===== src/rtl/alu_seq_pkg.sv =====
// Shared opcodes and FSM encoding for the sequential execute-stage ALU.
// Imported by the ALU interface, datapath and multiply/divide engine.
package alu_seq_pkg;

  localparam logic [3:0] OP_AND   = 4'b0000;
  localparam logic [3:0] OP_OR    = 4'b0001;
  localparam logic [3:0] OP_ADD   = 4'b0010;
  localparam logic [3:0] OP_NOR   = 4'b0011;
  localparam logic [3:0] OP_SUB   = 4'b0110;
  localparam logic [3:0] OP_SLT   = 4'b0111;
  localparam logic [3:0] OP_MULTU = 4'b1000;
  localparam logic [3:0] OP_DIVU  = 4'b1001;
  localparam logic [3:0] OP_SLTU  = 4'b1010;

  typedef enum logic [1:0] {
    IDLE = 2'd0,
    BUSY = 2'd1,
    DONE = 2'd2
  } state_t;

endpackage


===== src/rtl/alu_seq_if.sv =====
// ALU request/response bundle: in_valid/in_ready op channel and
// out_valid/out_ready result channel with HI/LO results and z/ovf/dz flags.
interface alu_seq_if #(
  parameter int WIDTH = 32
);

  logic             in_valid;
  logic             in_ready;
  logic [3:0]       alu_cont;
  logic [WIDTH-1:0] op1;
  logic [WIDTH-1:0] op2;
  logic             out_valid;
  logic             out_ready;
  logic [WIDTH-1:0] result_lo;
  logic [WIDTH-1:0] result_hi;
  logic             z;
  logic             ovf;
  logic             dz;

  modport master (
    output in_valid, alu_cont, op1, op2, out_ready,
    input  in_ready, out_valid, result_lo, result_hi, z, ovf, dz
  );

  modport slave (
    input  in_valid, alu_cont, op1, op2, out_ready,
    output in_ready, out_valid, result_lo, result_hi, z, ovf, dz
  );

endinterface


===== src/rtl/alu_seq_muldiv.sv =====
// Iterative MULTU/DIVU engine: one shared HI/LO shift register, WIDTH steps.
// Ports: start/a/b load, busy/done status, hi_nxt/lo_nxt next-step result.
// Divider datapath present only when ALU_SEQ_DIV_EN is defined.
module alu_seq_muldiv
  import alu_seq_pkg::*;
#(
  parameter int WIDTH = 32,
  parameter int CNT_W = $clog2(WIDTH) + 1
) (
  input  logic             clk,
  input  logic             rst_n,
  input  logic             start,
`ifdef ALU_SEQ_DIV_EN
  input  logic             is_div,
`endif
  input  logic [WIDTH-1:0] a,
  input  logic [WIDTH-1:0] b,
  output logic             busy,
  output logic             done,
  output logic [WIDTH-1:0] hi_nxt,
  output logic [WIDTH-1:0] lo_nxt
);

  logic [WIDTH-1:0] hi_q;
  logic [WIDTH-1:0] lo_q;
  logic [WIDTH-1:0] b_q;
  logic [CNT_W-1:0] cnt_q;
  logic             busy_q;
  logic [WIDTH:0]   mul_sum;
  logic [WIDTH-1:0] mul_hi;
  logic [WIDTH-1:0] mul_lo;

  // Shift-add: LO holds the multiplier, product shifts in from the top.
  always_comb begin
    mul_sum = {1'b0, hi_q} + (lo_q[0] ? {1'b0, b_q} : '0);
    mul_hi  = mul_sum[WIDTH:1];
    mul_lo  = {mul_sum[0], lo_q[WIDTH-1:1]};
  end

`ifdef ALU_SEQ_DIV_EN
  logic             div_q;
  logic [WIDTH:0]   div_sh;
  logic [WIDTH:0]   div_diff;
  logic             div_ge;

  // Restoring step: HI is the partial remainder, LO collects quotient bits.
  // A borrow out of div_diff (bit WIDTH) means the divisor did not fit.
  always_comb begin
    div_sh   = {hi_q, lo_q[WIDTH-1]};
    div_diff = div_sh - {1'b0, b_q};
    div_ge   = ~div_diff[WIDTH];
    hi_nxt   = mul_hi;
    lo_nxt   = mul_lo;
    if (div_q) begin
      hi_nxt = div_ge ? div_diff[WIDTH-1:0] : div_sh[WIDTH-1:0];
      lo_nxt = {lo_q[WIDTH-2:0], div_ge};
    end
  end
`else
  always_comb begin
    hi_nxt = mul_hi;
    lo_nxt = mul_lo;
  end
`endif

  assign busy = busy_q;
  assign done = busy_q && (cnt_q == CNT_W'(WIDTH - 1));

  always_ff @(posedge clk) begin
    if (!rst_n) begin
      hi_q   <= '0;
      lo_q   <= '0;
      b_q    <= '0;
      cnt_q  <= '0;
      busy_q <= 1'b0;
`ifdef ALU_SEQ_DIV_EN
      div_q  <= 1'b0;
`endif
    end else if (start) begin
      hi_q   <= '0;
      lo_q   <= a;
      b_q    <= b;
      cnt_q  <= '0;
      busy_q <= 1'b1;
`ifdef ALU_SEQ_DIV_EN
      div_q  <= is_div;
`endif
    end else if (busy_q) begin
      hi_q  <= hi_nxt;
      lo_q  <= lo_nxt;
      cnt_q <= cnt_q + CNT_W'(1);
      if (done) begin
        busy_q <= 1'b0;
      end
    end
  end

endmodule


===== src/rtl/alu_seq.sv =====
// Handshaked execute-stage ALU: single-cycle logic/arith ops, iterative MULTU/DIVU.
// Ports: clk, rst_n (sync, active-low), bus (alu_seq_if slave). DIVU needs ALU_SEQ_DIV_EN.
module alu_seq
  import alu_seq_pkg::*;
#(
  parameter int WIDTH = 32,
  parameter int CNT_W = $clog2(WIDTH) + 1
) (
  input  logic     clk,
  input  logic     rst_n,
  alu_seq_if.slave bus
);

  state_t           state_q;
  logic             out_valid_q;
  logic [WIDTH-1:0] lo_q;
  logic [WIDTH-1:0] hi_q;
  logic             z_q;
  logic             ovf_q;

  logic is_and, is_or, is_add, is_nor;
  logic is_sub, is_slt, is_sltu, is_mul;

  logic [WIDTH-1:0] sum;
  logic [WIDTH:0]   dif_full;
  logic [WIDTH-1:0] dif;
  logic             borrow;
  logic             add_ovf;
  logic             sub_ovf;

  logic [WIDTH-1:0] sc_lo;
  logic [WIDTH-1:0] sc_hi;
  logic             sc_z;
  logic             sc_ovf;
  logic             sc_known;
  logic             go_iter;

  logic             md_start;
  logic             md_busy;
  logic             md_done;
  logic [WIDTH-1:0] md_hi;
  logic [WIDTH-1:0] md_lo;

  assign is_and  = bus.alu_cont == OP_AND;
  assign is_or   = bus.alu_cont == OP_OR;
  assign is_add  = bus.alu_cont == OP_ADD;
  assign is_nor  = bus.alu_cont == OP_NOR;
  assign is_sub  = bus.alu_cont == OP_SUB;
  assign is_slt  = bus.alu_cont == OP_SLT;
  assign is_sltu = bus.alu_cont == OP_SLTU;
  assign is_mul  = bus.alu_cont == OP_MULTU;

`ifdef ALU_SEQ_DIV_EN
  logic is_div;
  logic sc_dz;
  logic dz_q;
  assign is_div = bus.alu_cont == OP_DIVU;
`endif

  // Subtract as op1 + ~op2 + 1 so the carry-out doubles as "no borrow".
  always_comb begin
    sum      = bus.op1 + bus.op2;
    dif_full = {1'b0, bus.op1} + {1'b0, ~bus.op2} + (WIDTH+1)'(1);
    dif      = dif_full[WIDTH-1:0];
    borrow   = ~dif_full[WIDTH];
    add_ovf  = (bus.op1[WIDTH-1] == bus.op2[WIDTH-1])
            && (sum[WIDTH-1] != bus.op1[WIDTH-1]);
    sub_ovf  = (bus.op1[WIDTH-1] != bus.op2[WIDTH-1])
            && (dif[WIDTH-1] != bus.op1[WIDTH-1]);
  end

  always_comb begin
    sc_lo    = '0;
    sc_hi    = '0;
    sc_ovf   = 1'b0;
    sc_known = 1'b1;
    go_iter  = 1'b0;
`ifdef ALU_SEQ_DIV_EN
    sc_dz    = 1'b0;
`endif
    unique case (1'b1)
      is_and:  sc_lo = bus.op1 & bus.op2;
      is_or:   sc_lo = bus.op1 | bus.op2;
      is_nor:  sc_lo = ~(bus.op1 | bus.op2);
      is_add: begin
        sc_lo  = sum;
        sc_ovf = add_ovf;
      end
      is_sub: begin
        sc_lo  = dif;
        sc_ovf = sub_ovf;
      end
      // Signed less-than must correct the sign bit when the subtract overflows.
      is_slt:  sc_lo = {{(WIDTH-1){1'b0}}, dif[WIDTH-1] ^ sub_ovf};
      is_sltu: sc_lo = {{(WIDTH-1){1'b0}}, borrow};
      is_mul:  go_iter = 1'b1;
`ifdef ALU_SEQ_DIV_EN
      // Divide by zero skips the engine and answers at once.
      is_div: begin
        if (bus.op2 == '0) begin
          sc_lo = '1;
          sc_hi = bus.op1;
          sc_dz = 1'b1;
        end else begin
          go_iter = 1'b1;
        end
      end
`endif
      default: sc_known = 1'b0;
    endcase
    sc_z = sc_known && (sc_lo == '0);
  end

  assign md_start = bus.in_valid && (state_q == IDLE) && go_iter;

  alu_seq_muldiv #(
    .WIDTH (WIDTH),
    .CNT_W (CNT_W)
  ) u_muldiv (
    .clk    (clk),
    .rst_n  (rst_n),
    .start  (md_start),
`ifdef ALU_SEQ_DIV_EN
    .is_div (is_div),
`endif
    .a      (bus.op1),
    .b      (bus.op2),
    .busy   (md_busy),
    .done   (md_done),
    .hi_nxt (md_hi),
    .lo_nxt (md_lo)
  );

  always_ff @(posedge clk) begin
    if (!rst_n) begin
      state_q     <= IDLE;
      out_valid_q <= 1'b0;
      lo_q        <= '0;
      hi_q        <= '0;
      z_q         <= 1'b0;
      ovf_q       <= 1'b0;
`ifdef ALU_SEQ_DIV_EN
      dz_q        <= 1'b0;
`endif
    end else begin
      unique case (state_q)
        IDLE: begin
          if (bus.in_valid) begin
            if (go_iter) begin
              state_q <= BUSY;
            end else begin
              state_q     <= DONE;
              out_valid_q <= 1'b1;
              lo_q        <= sc_lo;
              hi_q        <= sc_hi;
              z_q         <= sc_z;
              ovf_q       <= sc_ovf;
`ifdef ALU_SEQ_DIV_EN
              dz_q        <= sc_dz;
`endif
            end
          end
        end
        BUSY: begin
          // Capture the engine's final step as it is being computed.
          if (md_busy && md_done) begin
            state_q     <= DONE;
            out_valid_q <= 1'b1;
            lo_q        <= md_lo;
            hi_q        <= md_hi;
            z_q         <= (md_lo == '0);
            ovf_q       <= 1'b0;
`ifdef ALU_SEQ_DIV_EN
            dz_q        <= 1'b0;
`endif
          end else if (!md_busy) begin
            state_q <= IDLE;
          end
        end
        DONE: begin
          if (bus.out_ready) begin
            state_q     <= IDLE;
            out_valid_q <= 1'b0;
          end
        end
        default: begin
          state_q     <= IDLE;
          out_valid_q <= 1'b0;
        end
      endcase
    end
  end

  assign bus.in_ready  = (state_q == IDLE);
  assign bus.out_valid = out_valid_q;
  assign bus.result_lo = lo_q;
  assign bus.result_hi = hi_q;
  assign bus.z         = z_q;
  assign bus.ovf       = ovf_q;
`ifdef ALU_SEQ_DIV_EN
  assign bus.dz        = dz_q;
`else
  assign bus.dz        = 1'b0;
`endif

endmodule


===== src/flat_wrapper.sv =====
// flat-port wrapper written by rule: the top's interface ports become plain ports
module alu_seq_flat import alu_seq_pkg::*;
#(
  parameter int WIDTH = 32,
  parameter int CNT_W = $clog2(WIDTH) + 1
)
  (clk, rst_n, bus_in_valid, bus_alu_cont, bus_op1, bus_op2, bus_out_ready, bus_in_ready, bus_out_valid, bus_result_lo, bus_result_hi, bus_z, bus_ovf, bus_dz);
  alu_seq_if #(.WIDTH(WIDTH)) bus_i ();
  input  logic clk;
  input  logic rst_n;
  input wire logic [$bits(bus_i.in_valid)-1:0] bus_in_valid;
  input wire logic [$bits(bus_i.alu_cont)-1:0] bus_alu_cont;
  input wire logic [$bits(bus_i.op1)-1:0] bus_op1;
  input wire logic [$bits(bus_i.op2)-1:0] bus_op2;
  input wire logic [$bits(bus_i.out_ready)-1:0] bus_out_ready;
  output wire logic [$bits(bus_i.in_ready)-1:0] bus_in_ready;
  output wire logic [$bits(bus_i.out_valid)-1:0] bus_out_valid;
  output wire logic [$bits(bus_i.result_lo)-1:0] bus_result_lo;
  output wire logic [$bits(bus_i.result_hi)-1:0] bus_result_hi;
  output wire logic [$bits(bus_i.z)-1:0] bus_z;
  output wire logic [$bits(bus_i.ovf)-1:0] bus_ovf;
  output wire logic [$bits(bus_i.dz)-1:0] bus_dz;
  assign bus_i.in_valid = bus_in_valid;
  assign bus_i.alu_cont = bus_alu_cont;
  assign bus_i.op1 = bus_op1;
  assign bus_i.op2 = bus_op2;
  assign bus_i.out_ready = bus_out_ready;
  assign bus_in_ready = bus_i.in_ready;
  assign bus_out_valid = bus_i.out_valid;
  assign bus_result_lo = bus_i.result_lo;
  assign bus_result_hi = bus_i.result_hi;
  assign bus_z = bus_i.z;
  assign bus_ovf = bus_i.ovf;
  assign bus_dz = bus_i.dz;
  alu_seq #(.WIDTH(WIDTH), .CNT_W(CNT_W)) u_core (.clk(clk), .rst_n(rst_n), .bus(bus_i));
endmodule

===== config.mk =====
export PLATFORM = sky130hd
export DESIGN_NAME = alu_seq_flat
export DESIGN_NICKNAME = d
export VERILOG_FILES = /design/src/rtl/alu_seq_pkg.sv /design/src/rtl/alu_seq_if.sv /design/src/rtl/alu_seq_muldiv.sv /design/src/rtl/alu_seq.sv /design/src/flat_wrapper.sv
export SDC_FILE = /design/constraint.sdc
export NUM_CORES = 1
export LEC_CHECK = 0
export BUFFER_PORTS_ARGS = -buffer_cell sky130_fd_sc_hd__buf_2
export CORE_ASPECT_RATIO = 1.5
export CORE_UTILIZATION = 40
export CTS_BUF_LIST = sky130_fd_sc_hd__clkbuf_2
export CTS_CLUSTER_DIAMETER = 200
export CTS_CLUSTER_SIZE = 14
export DETAILED_ROUTE_END_ITERATION = 10
export GPL_TIMING_DRIVEN = 0
export PLACE_DENSITY_LB_ADDON = 0.2
export SETUP_SLACK_MARGIN = 0.4
export SLEW_MARGIN = 20
export SYNTH_ARGS = -nofsm -noshare
export SYNTH_HDL_FRONTEND = slang
export SYNTH_SLANG_ARGS = --single-unit

===== constraint.sdc =====
create_clock -name clk -period 4.5 [get_ports clk]
set_input_delay 0.225 -clock clk [delete_from_list [all_inputs] [get_ports clk]]
set_output_delay 0.225 -clock clk [all_outputs]
set_load 0.03 [all_outputs]

; ---- Yosys cells after proc, flatten, opt, wreduce, memory -nomap -nowiden
; Index checks and enable logic that the tools add are counted.
[totals]
register_bits = 172
in_bits = 72
output_inout_bits = 69
[classes]
n_addsub = 5
eq_ne = 19
muxes = 37
bitwise_logic = 7
reduce_logical = 18
[op_table]
columns = operator, count
row1 = $mux 32, 9
row2 = $pmux 32 s7, 1
row3 = $pmux 32 s2, 2
row4 = $logic_not 32->1, 2
row5 = $not 32->32, 2
row6 = $add 32x32->33, 1
row7 = $add 32x33->33, 1
row8 = $add 33x1->33 const B, 1
row9 = $add 32x32->32, 1
row10 = $and 32x32->32, 1
row11 = $or 32x32->32, 1
row12 = $mux 1, 15
row13 = $mux 2, 5
row14 = $eq 4x2->1 const B, 2
row15 = $eq 4x3->1 const B, 2
row16 = $eq 4x4->1 const B, 2
row17 = $reduce_and 4->1, 2
row18 = $reduce_or 8->1, 1
row19 = $logic_and 1x1->1, 7
row20 = $add 6x1->6 const B, 1
row21 = $eq 6x5->1 const B, 1
row22 = $ne 2x2->1 const B, 3
row23 = $pmux 1 s2, 3
row24 = $pmux 2 s3, 1
row25 = other kinds (15), 19

; ---- Depth between registers and ports, before layout
[depth]
ltp_word = 12
mapped_depth = 21
mapped_depth_nobuf = 20

; ---- Cells and area by module
; A second synthesis with hierarchy kept.
[unflattened]
hier_cells = 1927
area_unflattened_um2 = 15000.6
[by_module_without_submodules]
columns = module, n_inst, cells_each, area_per_inst_um2, seq_area_each_um2
row1 = alu_seq, 1, 1187, 8673.3, 1381.3
row2 = alu_seq_muldiv, 1, 740, 6327.3, 2062.0

; ---- Least setup slack after synthesis
; OpenSTA, ideal clock, no wires.
[synth_path]
path_type = input to register
start = in bus_op2[13]
end = reg u_core.z_q, in the netlist u_core.bus.z
t_arrival_ns = 3.789
required_time_ns = 4.431
slack_ns = 0.642
cell_stages = 21
n_path_buf = 1
path_cell_list = inv_1 > ha_1 > buf_2 > or2_2 > or3_1 > nor3_1 > o21ai_1 > o211ai_2 > a31oi_1 > o31a_1 > o21ba_2 > o21bai_1 > fa_1 > o22ai_1 > a32oi_1 > nor2_1 > a211oi_1 > o21ai_0 > a2111oi_0 > nand4_1 > o21ai_1
[synth_between]
elab_chain_cells = 12
[synth_rtl]
columns = element, line_no
row1 = start: declaration, flat_wrapper.sv:14  ; input wire logic [$bits(bus_i.op2)-1:0] bus_op2;
row2 = $not 32->32, alu_seq.sv:63  ; dif_full = {1'b0, bus.op1} + {1'b0, ~bus.op2} + (WIDTH+1)'(1);
row3 = $add 32x32->33, alu_seq.sv:63
row4 = $add 33x1->33, alu_seq.sv:63
row5 = $ne 1x1->1, alu_seq.sv:69  ; && (dif[WIDTH-1] != bus.op1[WIDTH-1]);
row6 = $logic_and 1x1->1, alu_seq.sv:69
row7 = $xor 1x1->1, alu_seq.sv:94  ; is_slt: sc_lo = {{(WIDTH-1){1'b0}}, dif[WIDTH-1] ^ sub_ovf};
row8 = $pmux 32 s7 *, alu_seq.sv:81  ; unique case (1'b1)
row9 = $logic_not 32->1 *, alu_seq.sv:111  ; sc_z = sc_known && (sc_lo == '0);
row10 = $logic_and 1x1->1 *, alu_seq.sv:111
row11 = $mux 1 *, alu_seq.sv:149  ; if (go_iter) begin
row12 = $mux 1 *, alu_seq.sv:148  ; if (bus.in_valid) begin
row13 = $pmux 1 s2 *, alu_seq.sv:146  ; unique case (state_q)
row14 = end signal: assignment, alu_seq.sv:156  ; z_q <= sc_z;
row15 = end signal: assignment, alu_seq.sv:171  ; z_q <= (md_lo == '0);
row16 = end: declaration, alu_seq.sv:18  ; logic z_q;
; Mark *: on every way between the ends. The rest lies on a longest branch, timed or not. The select of a mux whose other input is x is not followed.
; A chain may end at the register's enable or synchronous reset.

; ---- Worst setup path after layout
; Same ends and word-level chain as after synthesis.

==> flow_summary_export.csv <==
group,metric,value,unit
clock_network,htree_levels,4,
clock_network,root_buffer,"clkbuf_2",
clock_network,clock_sinks,172,
final_layout,layout.cells.non_filler,2602,
outcome,status,"finished clean",
final_layout,final_cell_mix,"nor2_1 (215), dfxtp_1 (171), nand2_1 (166)",
setup_path,critPathKind,"in -> reg",
routing,wirelength,59600,um
clock_network,path_clk_slew,0.26,ns
timing,tightest_slew,0.954,ns
timing,period_share,90.8,%
setup_path,startpoint_type,"input port",
run,max-cap-violations,0,
final_layout,drive_gt1_share,11.2,%
routing,vias,15500,
power_and_ir_drop,p_per_area,216,mW/mm2
routing,dr.first_iter.drc_count,1142,
routing,top_layer,"met5",
routing,drcViolationCount,0,
final_layout,final_common_cell,"nor2_1",
timing,slew_violations,0,
synthesis,ys_seq_elements,172,
global_routing,grt_pass1_vias,15100,
global_routing,antenna_found_initial,2,
setup_path,cp.arrival,4.89,ns
die,fp.coreArea,0.0351,mm2
clock_network,cts_tree,"yes",
routing,postRouteAntennaNets,0,
routing,firstDrtPassIters,5,
final_layout,final_nets,2330,
setup_path,cp_max_fo,10,
min_path,hold_class,"in -> reg",
timing,rsz0062_at_grt,"yes",
power_and_ir_drop,p_total,3.56,mW
global_routing,overflow,0,
synthesis,synth_nets,2104,
timing,clock.fmax,245,MHz
die,num_rows,84,
setup_path,crit_path_end_kind,"flip-flop",
placed_design,pre_cts_slack,-0.609,ns
clock_network,clockBufferDepth,2,
die,start_util,40.6,%
die,top_level_ports,141,
synthesis,async_reset_ff_share,0,%
routing,wl_met3,2870,um
synthesis,syn_area_per_cell,7.55,um2
final_layout,post-route-cell-area,0.0165,mm2
timing,setup_viol,0,
timing,slew_headroom,36.2,%
timing,hold_violations,0,
timing,min_period,4.08,ns
placed_design,dpl_cell_area,0.0155,mm2
die,fp.dieW,156,um
routing,dr_wl_met2,29800,um
placed_design,gp_congestion,0.946,
die,fp.dieH,233,um
clock_network,cts-buffers-inserted,17,
final_layout,fin_util,47.0,%
power_and_ir_drop,peakVddDrop,0.200,mV
global_routing,grt_max_degree,17,
final_layout,syn2layout_area_growth,15.6,%
placed_design,dp.cells,2500,
power_and_ir_drop,leakage,6.91,nW
placed_design,hpwl,48600,um
timing,worst_slack,0.416,ns
die,dieArea,0.0364,mm2
timing,skew,0.0355,ns
setup_path,required,5.30,ns
routing,routedLengthMet1,22200,um
synthesis,syn-instance-count,1890,
synthesis,ys.flop_type,"dfxtp_1",
global_routing,grt_usage,32.7,%
global_routing,grt_pass1_wl,88700,um
synthesis,ys_warn_count,0,
placed_design,port_buffers,137,
synthesis,ys_seq_area_share,24.1,%
clock_network,clk_latency,0.84,ns
synthesis,synth_edf_count,0,
synthesis,synth_area,0.0143,mm2
routing,wl_per_cell,22.9,um
routing,via_per_inst,5.94,
synthesis,synth.distinct_cells,94,
## flip-flops by register name (all words and copies together) (netlist names)
signal,flops
u_core.state_q,2
u_core.u_muldiv.lo_q,32
u_core.u_muldiv.hi_q,32
u_core.bus.ovf,1
u_core.bus.result_hi,32
u_core.bus.out_valid,1
u_core.u_muldiv.cnt_q,6
u_core.u_muldiv.busy,1
u_core.u_muldiv.b_q,32
u_core.bus.z,1
u_core.bus.result_lo,32
## path summary, 6_finish.rpt
kind / start / end / slack [ns] / cells past startpoint
hold reg to reg: u_core.u_muldiv.b_q[28] / u_core.u_muldiv.b_q[28] / 0.46 / 2
hold / removal: bus_in_valid / u_core.u_muldiv.b_q[0] / 0.05 / 5
setup / recovery: bus_op2[13] / u_core.bus.z / 0.42 / 22
setup reg to reg: u_core.state_q[0] / u_core.state_q[1] / 0.52 / 8
## cell usage after synthesis (6+ instances only)
library cell    n  area (um2)
a2111oi_0       6        52.6
a211oi_1       65         488
a21o_1         28         210
a21oi_1       150         751
a221oi_1       10        87.6
a222oi_1       13         130
a22oi_1        33         248
a31oi_1        29         181
and2_1         41         257
and3_1         18         113
buf_1          12        45.0
buf_2          15        75.1
clkbuf_1       90         338
dfxtp_1       172        3440
ha_1          138        1730
inv_1         115         432
mux2i_1        67         671
nand2_1       166         623
nand2b_1       17         106
nand3_1        51         255
nand4_1        21         131
nor2_1        215         807
nor2b_1        13        81.3
nor3_1         39         195
nor4_1         19         119
o211ai_1       12        90.1
o21a_1         11        82.6
o21ai_0        92         460
o21ai_1         6        30.0
o21bai_1       19         143
o221ai_1        8        70.1
o22ai_1        12        75.1
o31ai_1        11        82.6
or2_2           7        43.8
or3_1           6        37.5
xnor2_1        30         263
xor2_1         13         114
## kinds of logic after synthesis
logic type	synth area share (%)
AO/OA/AOI/OAI	27.8
XOR/XNOR	2.64
adder cells (fa/ha/maj)	12.7
buffers and inverters	6.59
flip-flops	24.1
multiplexers	5.02
other	0.0263
AND/OR/NAND/NOR	21.2
## metal layers
layer	vias to the layer above	track usage, %
li1	7275	-
met1	7346	34.8
met2	620	58.9
met3	221	3.84
met4	2	24.5
met5	-	0
## what timing repair did
| action | 4_1_cts | 5_1_grt |
|---|---|---|
| endpoints found under the hold margin | 69 | 0 |
| resized for setup | 4 | 5 |
| pin swaps | 0 | 4 |
| buffers inserted | 0 | 2 |
| endpoints found under the setup margin | 4 | 8 |
| hold buffers | 68 | 0 |
## worst max-delay path, cell delays in order
cell and delay (ns):
buf_2 0.14, inv_1 0.07, ha_1 0.30, buf_2 0.20, or2_2 0.35, o21bai_1 0.21
a21oi_1 0.43, o21bai_1 0.19, o211ai_2 0.14, a31oi_1 0.15, o31a_1 0.31, o21ba_2 0.23
o21bai_1 0.17, fa_1 0.22, o22ai_1 0.08, a32oi_1 0.16, nor2_1 0.06, a211oi_1 0.27
o21ai_1 0.21, a2111oi_0 0.43, nand4_1 0.17, o21ai_1 0.15
## per-stage QoR
stage	hold WS, ns	TNS, ns
finish	0.0533	0
global route	0.0682	0
CTS	0.000602	0
detailed placement	0.442	-1.42
global placement	0.440	-1.35
floorplan	0.361	0
## report_power, final
group / leakage (nW) / internal, mW / switching [mW] / total, mW
registers: 1.39 / 1.56 / 0.0251 / 1.58
logic: 5.39 / 0.385 / 0.771 / 1.16
clock network: 0.135 / 0.249 / 0.573 / 0.822
total: 6.91 / 2.19 / 1.37 / 3.56
## layout make-up
type / instances / area (um2)
Inverter: 117 / 439
Clock inverter: 13 / 125
Buffer: 122 / 503
Tap cell: 473 / 592
Timing Repair Buffer: 207 / 1380
Fill cell: 3676 / 18600
Multi-Input combinational cell: 1479 / 9910
Antenna cell: 1 / 2.50
Clock buffer: 18 / 90.1
Sequential cell: 172 / 3440
(Power assumes the default switching activity.)
